**src/rtl/decode_mc.sv**
```systemverilog
// Multicycle control unit for the ARM-subset core: main FSM, ALU decoder and PC logic,
// with variable-latency execute (wait counter + start strobe) and a second long-multiply writeback.
module decode_mc #(
  parameter int MUL_CYCLES = 2,
  parameter int DIV_CYCLES = 16,
  parameter int FP_CYCLES  = 4,
  parameter int CNT_W      = 5
) (
  input  logic       clk,
  input  logic       reset,
  input  logic [1:0] Op,
  input  logic [5:0] Funct,
  input  logic [3:0] Rd,
  input  logic [3:0] IsMul,
  output logic       IRWrite,
  output logic       AdrSrc,
  output logic       ALUSrcA,
  output logic       NextPC,
  output logic       RegW,
  output logic       MemW,
  output logic       PCS,
  output logic [1:0] ALUSrcB,
  output logic [1:0] ResultSrc,
  output logic [1:0] ImmSrc,
  output logic [1:0] RegSrc,
  output logic [1:0] FlagW,
  output logic [3:0] ALUControl,
  output logic [3:0] state,
  output logic       noWrite,
  output logic       opMul,
  output logic       IsLongMul,
  output logic       ExStart,
  output logic       ExBusy,
  output logic       WrHi
);

  localparam logic [3:0] S_FETCH    = 4'd0;
  localparam logic [3:0] S_DECODE   = 4'd1;
  localparam logic [3:0] S_MEMADR   = 4'd2;
  localparam logic [3:0] S_MEMRD    = 4'd3;
  localparam logic [3:0] S_MEMWB    = 4'd4;
  localparam logic [3:0] S_MEMWR    = 4'd5;
  localparam logic [3:0] S_EXECUTER = 4'd6;
  localparam logic [3:0] S_EXECUTEI = 4'd7;
  localparam logic [3:0] S_ALUWB    = 4'd8;
  localparam logic [3:0] S_BRANCH   = 4'd9;
  localparam logic [3:0] S_EXWAIT   = 4'd10;
  localparam logic [3:0] S_ALUWB2   = 4'd11;

  logic [3:0]       state_reg, state_next;
  logic [CNT_W-1:0] cnt_reg, cnt_next;
  logic [3:0]       alu_raw;
  int               lat;
  logic             multi;
  logic             branch;
  logic             final_ex;

  // ALU op is decoded independently of ALUOp so latency and long-mul status stay valid in every state.
  always_comb begin
    opMul = (Op == 2'b00) && (Funct[5:4] == 2'b00) && (IsMul == 4'b1001);
    noWrite = (Funct[4:1] == 4'b1010);
    alu_raw = 4'b0000;
    case (Funct[4:1])
      4'b0000:          alu_raw = opMul ? 4'b0100 : 4'b0010;
      4'b0001:          alu_raw = 4'b1000;
      4'b0010, 4'b1010: alu_raw = 4'b0001;
      4'b0011:          alu_raw = 4'b1001;
      4'b0100:          alu_raw = opMul ? 4'b0101 : 4'b0000;
      4'b0101:          alu_raw = 4'b1010;
      4'b0110:          alu_raw = 4'b0110;
      4'b0111:          alu_raw = 4'b1011;
      4'b1100:          alu_raw = 4'b0011;
      4'b1101:          alu_raw = 4'b1100;
      4'b1111:          alu_raw = 4'b0111;
      default:          alu_raw = 4'b0000;
    endcase
    lat = 1;
    case (alu_raw)
      4'b0100, 4'b0101, 4'b0110:          lat = MUL_CYCLES;
      4'b0111:                            lat = DIV_CYCLES;
      4'b1000, 4'b1001, 4'b1010, 4'b1011: lat = FP_CYCLES;
      default:                            lat = 1;
    endcase
    multi = (lat > 1);
    IsLongMul = opMul && ((alu_raw == 4'b0101) || (alu_raw == 4'b0110));
  end

  always_ff @(posedge clk) begin
    if (reset) begin
      state_reg <= S_FETCH;
      cnt_reg   <= '0;
    end else begin
      state_reg <= state_next;
      cnt_reg   <= cnt_next;
    end
  end

  always_comb begin
    state_next = S_FETCH;
    cnt_next   = cnt_reg;
    case (state_reg)
      S_FETCH:  state_next = S_DECODE;
      S_DECODE: begin
        if (Op == 2'b01)                 state_next = S_MEMADR;
        else if (Op == 2'b10)            state_next = S_BRANCH;
        else if (Op == 2'b00 && Funct[5]) state_next = S_EXECUTEI;
        else                             state_next = S_EXECUTER;
      end
      S_MEMADR: state_next = Funct[0] ? S_MEMRD : S_MEMWR;
      S_MEMRD:  state_next = S_MEMWB;
      S_EXECUTER, S_EXECUTEI: begin
        if (multi) begin
          // First execute cycle is this one; the last is the EXWAIT cycle that sees cnt==0.
          cnt_next   = CNT_W'(lat - 2);
          state_next = S_EXWAIT;
        end else begin
          state_next = noWrite ? S_FETCH : S_ALUWB;
        end
      end
      S_EXWAIT: begin
        if (cnt_reg != '0) begin
          cnt_next   = cnt_reg - 1'b1;
          state_next = S_EXWAIT;
        end else begin
          state_next = noWrite ? S_FETCH : S_ALUWB;
        end
      end
      S_ALUWB:  state_next = IsLongMul ? S_ALUWB2 : S_FETCH;
      default:  state_next = S_FETCH;
    endcase
  end

  always_comb begin
    IRWrite    = 1'b0;
    AdrSrc     = 1'b0;
    ALUSrcA    = 1'b0;
    NextPC     = 1'b0;
    RegW       = 1'b0;
    MemW       = 1'b0;
    ALUSrcB    = 2'b00;
    ResultSrc  = 2'b00;
    FlagW      = 2'b00;
    ALUControl = 4'b0000;
    ExStart    = 1'b0;
    ExBusy     = 1'b0;
    WrHi       = 1'b0;
    branch     = 1'b0;
    final_ex   = 1'b0;
    case (state_reg)
      S_FETCH: begin
        IRWrite = 1'b1; ALUSrcA = 1'b1; ALUSrcB = 2'b10; ResultSrc = 2'b10; NextPC = 1'b1;
      end
      S_DECODE: begin
        ALUSrcA = 1'b1; ALUSrcB = 2'b10; ResultSrc = 2'b10;
      end
      S_MEMADR: ALUSrcB = 2'b01;
      S_MEMRD:  AdrSrc = 1'b1;
      S_MEMWR:  begin AdrSrc = 1'b1; MemW = 1'b1; end
      S_MEMWB:  begin ResultSrc = 2'b01; RegW = 1'b1; end
      S_EXECUTER, S_EXECUTEI: begin
        ALUSrcB    = (state_reg == S_EXECUTEI) ? 2'b01 : 2'b00;
        ALUControl = alu_raw;
        ExStart    = multi;
        final_ex   = !multi;
      end
      S_EXWAIT: begin
        ALUSrcB    = (Op == 2'b00 && Funct[5]) ? 2'b01 : 2'b00;
        ALUControl = alu_raw;
        ExBusy     = 1'b1;
        final_ex   = (cnt_reg == '0);
      end
      S_ALUWB:  RegW = 1'b1;
      S_ALUWB2: begin RegW = 1'b1; WrHi = 1'b1; end
      S_BRANCH: begin ALUSrcB = 2'b01; ResultSrc = 2'b10; branch = 1'b1; end
      default: ;
    endcase
    if (final_ex)
      FlagW = {Funct[0], Funct[0] && ((alu_raw == 4'b0000) || (alu_raw == 4'b0001) || (alu_raw == 4'b0100))};
    if (reset) begin
      IRWrite = 1'b0; NextPC = 1'b0; RegW = 1'b0; MemW = 1'b0;
      ExStart = 1'b0; branch = 1'b0; FlagW = 2'b00;
    end
    PCS = ((Rd == 4'b1111) && RegW && !WrHi) || branch;
  end

  assign ImmSrc = Op;
  assign RegSrc = {Op == 2'b01, Op == 2'b10};
  assign state  = state_reg;

endmodule

```
**config.mk**
```make
export PLATFORM = sky130hd
export DESIGN_NAME = decode_mc
export DESIGN_NICKNAME = d
export VERILOG_FILES = /design/src/rtl/decode_mc.sv
export SDC_FILE = /design/constraint.sdc
export NUM_CORES = 1
export LEC_CHECK = 0
export ABC_AREA = 1
export CAP_MARGIN = 20
export CORE_ASPECT_RATIO = 1.1
export CORE_MARGIN = 1
export CORE_UTILIZATION = 43
export DETAILED_ROUTE_END_ITERATION = 6
export GPL_ROUTABILITY_DRIVEN = 1
export GPL_TIMING_DRIVEN = 0
export PLACE_DENSITY = 0.88
export SLEW_MARGIN = 20
export SYNTH_ARGS = -nofsm -noshare
export SYNTH_HDL_FRONTEND = slang
export SYNTH_SLANG_ARGS = --single-unit
```
**constraint.sdc**
```tcl
create_clock -name clk -period 2.3 [get_ports clk]
set_clock_uncertainty 0.2 [all_clocks]
set_input_delay 0.23 -clock clk [delete_from_list [all_inputs] [get_ports clk]]
set_output_delay 0.23 -clock clk [all_outputs]
set_load 0.05 [all_outputs]
```
; After elaboration in Yosys (flattened, before gate mapping)
; Memories as Yosys holds them, arrays and structs flattened.
; Index checks and enable logic that the tools add are counted.
[classes]
add_sub_neg = 2
n_mul = 0
div_mod_pow = 0
order_cmp = 1
n_eq_ne = 32
shift = 0
mux = 37
n_bitwise = 0
reduce_logical = 30
[ops]
columns = operator, n
row1 = "4-bit by 3-bit == test with 1-bit output, second input constant", 11
row2 = 4-bit one-hot mux with 11 select lines, 1
row3 = "4-bit == test, second input constant", 10
row4 = "32-bit by 2-bit greater-than comparator with 1-bit output, second input constant", 1
row5 = 4-bit two-way mux, 7
row6 = 4-bit one-hot mux with 7 select lines, 1
row7 = 1-bit two-way mux, 17
row8 = "4-bit by 2-bit == test with 1-bit output, second input constant", 4
row9 = "4-bit by 1-bit == test with 1-bit output, second input constant", 3
row10 = 4-bit logical NOT, 3
row11 = 5-bit two-way mux, 2
row12 = 5-bit one-hot mux with 2 select lines, 1
row13 = 2-bit OR reduction, 5
row14 = 3-bit two-way mux, 3
row15 = 3-bit OR reduction, 3
row16 = 2-bit one-hot mux with 4 select lines, 1
row17 = 1-bit logical AND, 7
row18 = 5-bit logical NOT, 1
row19 = 5-bit nonzero test, 1
row20 = "5-bit by 1-bit subtractor with 5-bit output, second input constant", 1
row21 = "5-bit by 3-bit subtractor with 5-bit output, second input constant", 1
row22 = 2-bit logical NOT, 2
row23 = 1-bit logical OR, 4
row24 = 2-bit two-way mux, 2
row25 = 8 further kinds, 10
[word_totals]
reg_bits = 9
latch_bits = 0
ram_bits = 0
romBits = 64
inputBits = 18
out_inout_bits = 31
word_cells = 105
memories = 1
[memory_table]
columns = name, depth, width, read_ports, rd_ports_with_merged_regs, wr, line_no
row1 = (name not given), 16, 4, 1, 0, 0, 78  ; case (alu_raw)

; Logic depth before layout (Yosys ltp)
; Gate-level depths: netlist (run 1).
[depth]
word_depth = 11
ltp_mapped = 16
ltp_nobuf = 16

; Worst setup path before layout (run 1)
; No wires, ideal clock.
[synth_path]
kind = register to output
startpoint = reg state_reg[1], in the netlist state[1]
endpoint = out PCS
arrival_time_ns = 3.165
required_time_ns = 1.870
path_slack_ns = -1.295
stages_incl_launch_ff = 7
n_path_buf = 0
path_cell_list = dfxtp_1 -> nand2_1 -> nor2_1 -> nor2_1 -> o21ai_0 -> nand2_1 -> o32ai_1
[synth_via]
elab_cells_between_ends = 14
cone_classes = 4 x eq/ne / 5 x mux / 5 x reduce/logical
[synth_lines]
columns = element, line_no
row1 = start: declaration, 50  ; logic [3:0] state_reg, state_next;
row2 = start signal: assignment, 93  ; state_reg <= state_next;
row3 = 4-bit == test, 149  ; case (state_reg)
row4 = 1-bit two-way mux, 149
row5 = named net WrHi, 34  ; output logic WrHi
row6 = 1-bit logical NOT, 183  ; PCS = ((Rd == 4'b1111) && RegW && !WrHi) || branch;
row7 = 1-bit logical AND, 183
row8 = 1-bit logical OR, 183
row9 = end: declaration, 21  ; output logic PCS,
; The timed path passes the listed nets, and every way through them passes these cells.

; Final worst setup path (run 1)
[layout_path]
startpoint = in Op[0]
endpoint = out FlagW[0]
[layout_via]
elab_chain_cells = 11
elab_cells_between_ends = 18
cone_classes = 1 x order compare / 2 x eq/ne / 6 x mux / 8 x reduce/logical / 1 x memory
[layout_rtl]
columns = element, line_no
row1 = start: declaration, 11  ; input logic [1:0] Op,
row2 = 2-bit logical NOT *, 60  ; opMul = (Op == 2'b00) && (Funct[5:4] == 2'b00) && (IsMul == 4'b1001);
row3 = 1-bit logical AND * (2 in a row), 60
row4 = 3-bit two-way mux (on tied branches), "68, 64"
row5 = 4-bit one-hot mux with 11 select lines *, 63  ; case (Funct[4:1])
row6 = memory 16 x 4 bit (tied with other cells), -
row7 = 32-bit by 2-bit greater-than comparator with 1-bit output or 1-bit logical OR (tied branches), "84, 178"
row8 = 1-bit logical NOT or 1-bit logical OR (tied branches), "164, 178"
row9 = 1-bit one-hot mux with 2 select lines or 1-bit logical AND (tied branches), "149, 178"
row10 = 2-bit two-way mux *, 177  ; if (final_ex)
row11 = 2-bit two-way mux *, 179  ; if (reset) begin
row12 = end: declaration, 26  ; output logic [1:0] FlagW,
; Mark *: on every way between the ends. The rest lies on a longest branch, timed or not.

==> results_dict.tcl, run 1 <==
set metrics [dict create \
    status "finished clean" \
    syn_area_um2 1192 \
    async_flop_share_pct 0 \
    r2r_setup_slack_ns 0.41 \
    syn_area_per_cell_um2 5.903 \
    dp_cells 280 \
    power.switching_w 0.0003622 \
    die_area_um2 2988 \
    syn_inst 202 \
    grt_pass1_vias 1379 \
    drt-initial-drc-count 44 \
    synth.area.mux_share_pct 0 \
    synth_adder_area_share_pct 9.444 \
    synth-main-ff-cell "dfxtp_1" \
    switching_share_pct 48.51 \
    yosysWarnings 0 \
    p_leak_nw 0.9526 \
    pwr-share-seq_pct 24.2 \
    synth_cell_types 31 \
    holdPathStages 2 \
    hold_viol_final 0 \
    ant_nets 0 \
    worstMarginPinSlew_ns 0.5221 \
    antennaDiodeCount 0 \
    cp-end-kind "output pin" \
    cts_made_buffers 3 \
    ys_top_cells_by_area "dfxtp_1, nor2_1, inv_1" \
    vdd_drop_max_mv 0.3574 \
    cts_tree "yes" \
    rows 19 \
    hpwlAfterDp_um 2820 \
    wire_per_inst_um 12.37 \
    holdWs_ns 0.1963 \
    slew_headroom_pct 65.09 \
    synth_xor_xnor_area_share_pct 0 \
    crit_top_cell "nand2_2" \
    yosys.area_share.simple_pct 45.54 \
    arrival_ns 1.82 \
    crit_path_start_kind "input port" \
    drt_first_pass_iters 4 \
    area_growth_pct 63.27 \
    final.period_utilization_pct 97.64 \
    port_buffers 47 \
    crit_required_ns 1.87 \
    seq_area_frac_synth_pct 15.11 \
    comb_power_share_pct 60.0 \
    r2r_cells 10 \
    clk_latency_ns 0.25 \
    synth_top_area_share_pct 15.11 \
    largest_reg_flops 5 \
    rsz0062_at_grt "yes" \
    clockBufferDepth 2 \
    core_um2 2567 \
    initial_core_util_pct 46.44 \
    setup_violations 0 \
    r2r-start "state[2]" \
    crit_path_end "FlagW[0]" \
    r2r-end "cnt_reg[4]" \
    worstSetupPathType "in -> out" \
    timing.fmax_mhz 445.3 \
    synth_top_family_by_area "simple AND/OR/NAND/NOR gates" \
    gp_congestion 0.8892 \
    setup_tns_ns 0 \
    fin_nets 292 \
    overflow 0 \
    cap_violations 0 \
    die_w_um 52.21 \
    antenna_found_initial 0 \
    clkPwrFrac_pct 15.8 \
    worstPathCellList "buf_8 -> inv_6 -> ha_4 -> nand2_4 -> nor2_4 -> nand3_2 -> nand2_4 -> inv_4 -> ha_4 -> inv_2 -> nand2_2 -> nand2_2 -> nand2_2 -> o21ai_2 -> nand3_2 -> nor2_4 -> buf_8" \
    slowest_stage "ha_4" \
    utilization_pct 75.83 \
    crit_start "Op[0]" \
    synth_most_common_cell "nor2_1" \
    postCtsHoldBufs 0 \
    vias 1519 \
    clockRootBuffer "clkbuf_4" \
    grtUsageTotal_pct 25.07 \
    grt_pass1_wl_um 5802 \
    drive_above_1_share_pct 37.50 \
    crit_family "simple AND/OR/NAND/NOR gates" \
    post-route-drc-count 0 \
    power.density_nw_per_um2 383.5 \
    ys_ff_latch 9 \
    worstPathMaxFanout 3 \
    ios 49 \
    drt_wl_total_um 3648 \
    cts.sink_count 9 \
    synth_compound_area_share_pct 14.69 \
    critical_path.max_stage_delay_ns 0.15 \
    intPower_w 0.0003844 \
    routed_via_density 5.149 \
    clkTransAtPathRegs_ns 0.06 \
    fp.dieH_um 57.23 \
    synth_fp_nets 229 \
    slew_viol_final 0 \
    synth_top_cell_by_area "dfxtp_1" \
    worst-path-stages 17 \
    synth_common_cells "nor2_1, inv_1, nand2_1" \
    fin_crit_ns 2.246 \
    grt_max_degree 11 \
    worstHoldPathType "in -> reg" \
    final_cells 295 \
    htreeDepth 1 \
    synth_edf_count 0 \
    critPathBufInv 5 \
]
## logic make-up (layout without fill, tap and decap cells)
group | after synthesis | in the layout
AND/OR/NAND/NOR | 113 | 113
buffers and inverters | 42 | 104
AO/OA/AOI/OAI | 29 | 29
adder cells (fa/ha/maj) | 9 | 9
flip-flops | 9 | 9
## how the worst min path moves through the flow
| stage | from | to | slack, ns |
|---|---|---|---|
| finish | reset | state[1] | 0.20 |
| global route | reset | state[1] | 0.22 |
| CTS | reset | state[1] | 0.19 |
| detailed placement | cnt_reg[1] | cnt_reg[1] | 0.28 |
| global placement | cnt_reg[1] | cnt_reg[1] | 0.27 |
| floorplan | Funct[0] | state[2] | 0.23 |
## metal layers
metal	share of wire, %	vias to the layer above	track usage [%]
met5	0	-	0
met4	1.1	0	6.391
met3	3.6	4	1.867
met2	53	39	45.79
met1	42	703	31.15
li1	-	773	-
## power by group through the flow
stage	logic [W]	clock network [W]	registers, W
global route	0.000479	0.000130	0.000182
floorplan	0.000270	0	0.000207
finish	0.000448	0.000118	0.000180
global placement	0.000421	0	0.000183
CTS	0.000442	0.000126	0.000180
detailed placement	0.000428	0	0.000184
## per-stage QoR
step	instance area, um2	total power [W]	setup WS, ns
4_1_cts	1931	0.0007478	0.007570
5_1_grt	1947	0.0007906	-0.06018
2_1_floorplan	1261	0.0004767	-0.1368
3_5_place_dp	1770	0.0006120	-1.380
3_3_place_gp	1770	0.0006043	-1.291
6_report	1947	0.0007466	0.05433
## placed cells by master (no fill, tap or decap), types with 2 or more instances in the layout
cell / synthesis / routed
a21oi_1: 12 / 12
nand3b_1: 3 / 3
nor2_4: 1 / 4
clkdlybuf4s15_2: 0 / 2
buf_2: 0 / 6
buf_6: 1 / 2
o21ai_1: 1 / 3
inv_2: 5 / 11
dfxtp_2: 0 / 2
clkbuf_1: 1 / 2
clkbuf_2: 0 / 4
nand2_4: 1 / 4
nand2_1: 29 / 28
nand2_2: 7 / 5
inv_1: 31 / 21
o22ai_1: 2 / 2
dfxtp_1: 9 / 7
o21ai_0: 7 / 4
clkbuf_4: 0 / 4
nand3_1: 13 / 10
nand4_1: 4 / 4
nor2_1: 39 / 31
nor2_2: 11 / 16
dlymetal6s2s_1: 0 / 4
ha_1: 9 / 6
ha_4: 0 / 3
dlygate4sd2_1: 0 / 9
buf_8: 0 / 3
buf_4: 3 / 15
inv_4: 0 / 3
nand3_2: 2 / 5
clkdlybuf4s50_1: 0 / 15
## cell type report
| class | instances | area (um2) |
|---|---|---|
| fillers | 204 | 620.6 |
| repair buffers | 58 | 515.5 |
| multi-input cells | 151 | 989.7 |
| well taps | 31 | 38.79 |
| inverters | 37 | 156.4 |
| flip-flops and latches | 9 | 182.7 |
| clock buffers | 4 | 26.28 |
| plain buffers | 5 | 37.54 |
## worst register-to-register path, cell delays in order, from the launching register on
cell and delay, ns:
dfxtp_1 0.37, inv_2 0.06, nor2_1 0.12, inv_1 0.10, nor2_1 0.22, nand2_2 0.10, buf_4 0.13, buf_4 0.12
buf_6 0.13, a21oi_1 0.17, nor2_2 0.06
## repair_timing
| action | CTS | global route |
|---|---|---|
| buffers inserted | 9 | 2 |
| setup endpoints to repair | 26 | 16 |
| resized for setup | 107 | 31 |
| pin swaps | 11 | 10 |
Power figures use the tool's default switching activity.
==> run 2: changes to the inputs <==
CORE_MARGIN = unset   (was 1)
clock period = 2.15 ns   (was 2.3 ns; I/O delays follow)
==> run 2 against run 1 <==
Effect of this change:
- count of clock-buffer cells in the layout did not move
- global-route usage grew 3.4 points
- utilization grew 5.7 points
- worst setup slack worse by 0.18 ns
- combinational power increased by 15%
- final cell count grew 4.7%
- worst hold slack lost 0.0088 ns
- the flow now finishes with violations (setup timing)
- sequential power increased by 8%
- design area grew 7.5%
- highest routed layer unchanged
==> results_dict.tcl, run 2 (synthesis gave the netlist of run 1 again) <==
set metrics [dict create \
    status "complete, but fails checks" \
    violations "setup timing" \
    grt_pass1_wl_um 6568 \
    gp_congestion 0.8632 \
    fin_nets 306 \
    timing.fmax_mhz 440.3 \
    cts_tree "yes" \
    clkPwrFrac_pct 15.2 \
    port_buffers 47 \
    place_ws_ns -1.409 \
    cap_violations 0 \
    vdd_drop_max_mv 0.6330 \
    initial_core_util_pct 46.44 \
    fin_ws_ns -0.1211 \
    grt_max_degree 11 \
    rows 19 \
    slew_headroom_pct 63.98 \
    routed_via_density 5.343 \
    overflow 0 \
    switching_share_pct 48.72 \
    crit_path_start_kind "input port" \
    arrival_ns 1.86 \
    clk_latency_ns 0.26 \
    antenna_found_initial 0 \
    setup_violations 3 \
    htreeDepth 1 \
    area_growth_pct 75.55 \
    die_w_um 52.21 \
    crit_required_ns 1.74 \
    layout.cells.most_common "buf_4" \
    p_leak_nw 1.023 \
    largest_reg_flops 5 \
    hold_viol_final 0 \
    clockRootBuffer "clkbuf_4" \
    clkTransAtPathRegs_ns 0.06 \
    drt-initial-drc-count 52 \
    slew_viol_final 0 \
    pwr-share-seq_pct 23.2 \
    grtUsageTotal_pct 28.49 \
    worstHoldPathType "in -> reg" \
    comb_power_share_pct 61.6 \
    core_um2 2567 \
    cts_made_buffers 3 \
    drt_first_pass_iters 5 \
    grt_pass1_vias 1609 \
    wire_per_inst_um 14.28 \
    clockBufferDepth 2 \
    cp-end-kind "output pin" \
    rsz0062_at_grt "yes" \
    fin_crit_ns 2.271 \
    power.switching_w 0.0004085 \
    antennaDiodeCount 0 \
    fp.dieH_um 57.23 \
    post-route-drc-count 0 \
    power.density_nw_per_um2 400.5 \
    die_area_um2 2988 \
    vias 1651 \
    intPower_w 0.0004298 \
    hpwlAfterDp_um 2728 \
    total_power_w 0.0008383 \
    holdWs_ns 0.1875 \
    layout_common_cells "buf_4, nand2_1, nor2_1, inv_1, nor2_2" \
    worstPathMaxFanout 3 \
    cts.sink_count 9 \
    worstMarginPinSlew_ns 0.5403 \
    setup_tns_ns -0.2316 \
    ant_nets 0 \
    final.period_utilization_pct 105.6 \
    drive_above_1_share_pct 43.17 \
    worstSetupPathType "in -> out" \
    drt_wl_total_um 4413 \
    ios 49 \
]
[run 2: changes by cell type in the layout (fill, tap and decap cells not counted), sizes merged, moves of 2 or more]
| cell | change |
|---|---|
| clkdlybuf4s50 | -2 |
| buf | +15 |
| clkbuf | +4 |
| dlymetal6s2s | -2 |
[run 2: worst max-delay path: stages]
cell and delay, ns:
buf_8 0.11, inv_6 0.05, ha_4 0.14, nand2_4 0.06, nor2_4 0.11, nand3_2 0.11
nand2_4 0.12, inv_4 0.04, ha_4 0.15, inv_2 0.06, nand2_2 0.07, nand2_2 0.06
nand2_2 0.05, o21ai_2 0.06, nand3_2 0.14, nor2_4 0.15, buf_6 0.16
[run 2: metal layers]
layer	vias to the layer above	GRT usage, %	wire length (um)
met5	-	0	0
met4	0	10.15	191
met3	20	4.800	320
met2	87	54.58	2302
met1	747	30.19	1599
li1	797	-	-
[run 2: worst paths after layout]
check                  start    endpoint  slack, ns  cells past startpoint
hold / removal         reset    state[1]       0.19                      2
hold reg to reg   cnt_reg[1]  cnt_reg[1]       0.29                      2
setup / recovery       Op[1]    FlagW[0]      -0.12                     17
setup reg to reg    state[1]  cnt_reg[4]       0.34                      9
[run 2: final cells by class]
| cell class | instances | area, um2 |
|---|---|---|
| Buffer | 5 | 37.54 |
| Clock buffer | 4 | 26.28 |
| Fill cell | 172 | 474.2 |
| Inverter | 37 | 160.2 |
| Multi-Input combinational cell | 151 | 1020 |
| Sequential cell | 9 | 185.2 |
| Tap cell | 31 | 38.79 |
| Timing Repair Buffer | 72 | 625.6 |
[run 2: metrics by stage]
stage	area (um2)	std cells	util (%)
6_report	2093	309	81.53
5_1_grt	2093	309	81.53
4_1_cts	2043	303	79.58
3_5_place_dp	1800	280	70.13
3_3_place_gp	1800	280	70.13
2_1_floorplan	1291	202	-
[run 2: timing repair]
action	4_1_cts	5_1_grt
pin swaps	12	11
endpoints found under the setup margin	32	20
hold buffers	0	0
gates cloned	0	0
resized for setup	117	42
buffers inserted	19	6
[run 2: power groups by stage]
stage                     logic, W  clock network [W]  registers, W
after global placement    0.000458                  0      0.000197
after global routing      0.000550           0.000142      0.000196
after CTS                 0.000491           0.000131      0.000194
final                     0.000517           0.000128      0.000194
after floorplan           0.000295                  0      0.000222
after detailed placement  0.000465                  0      0.000198
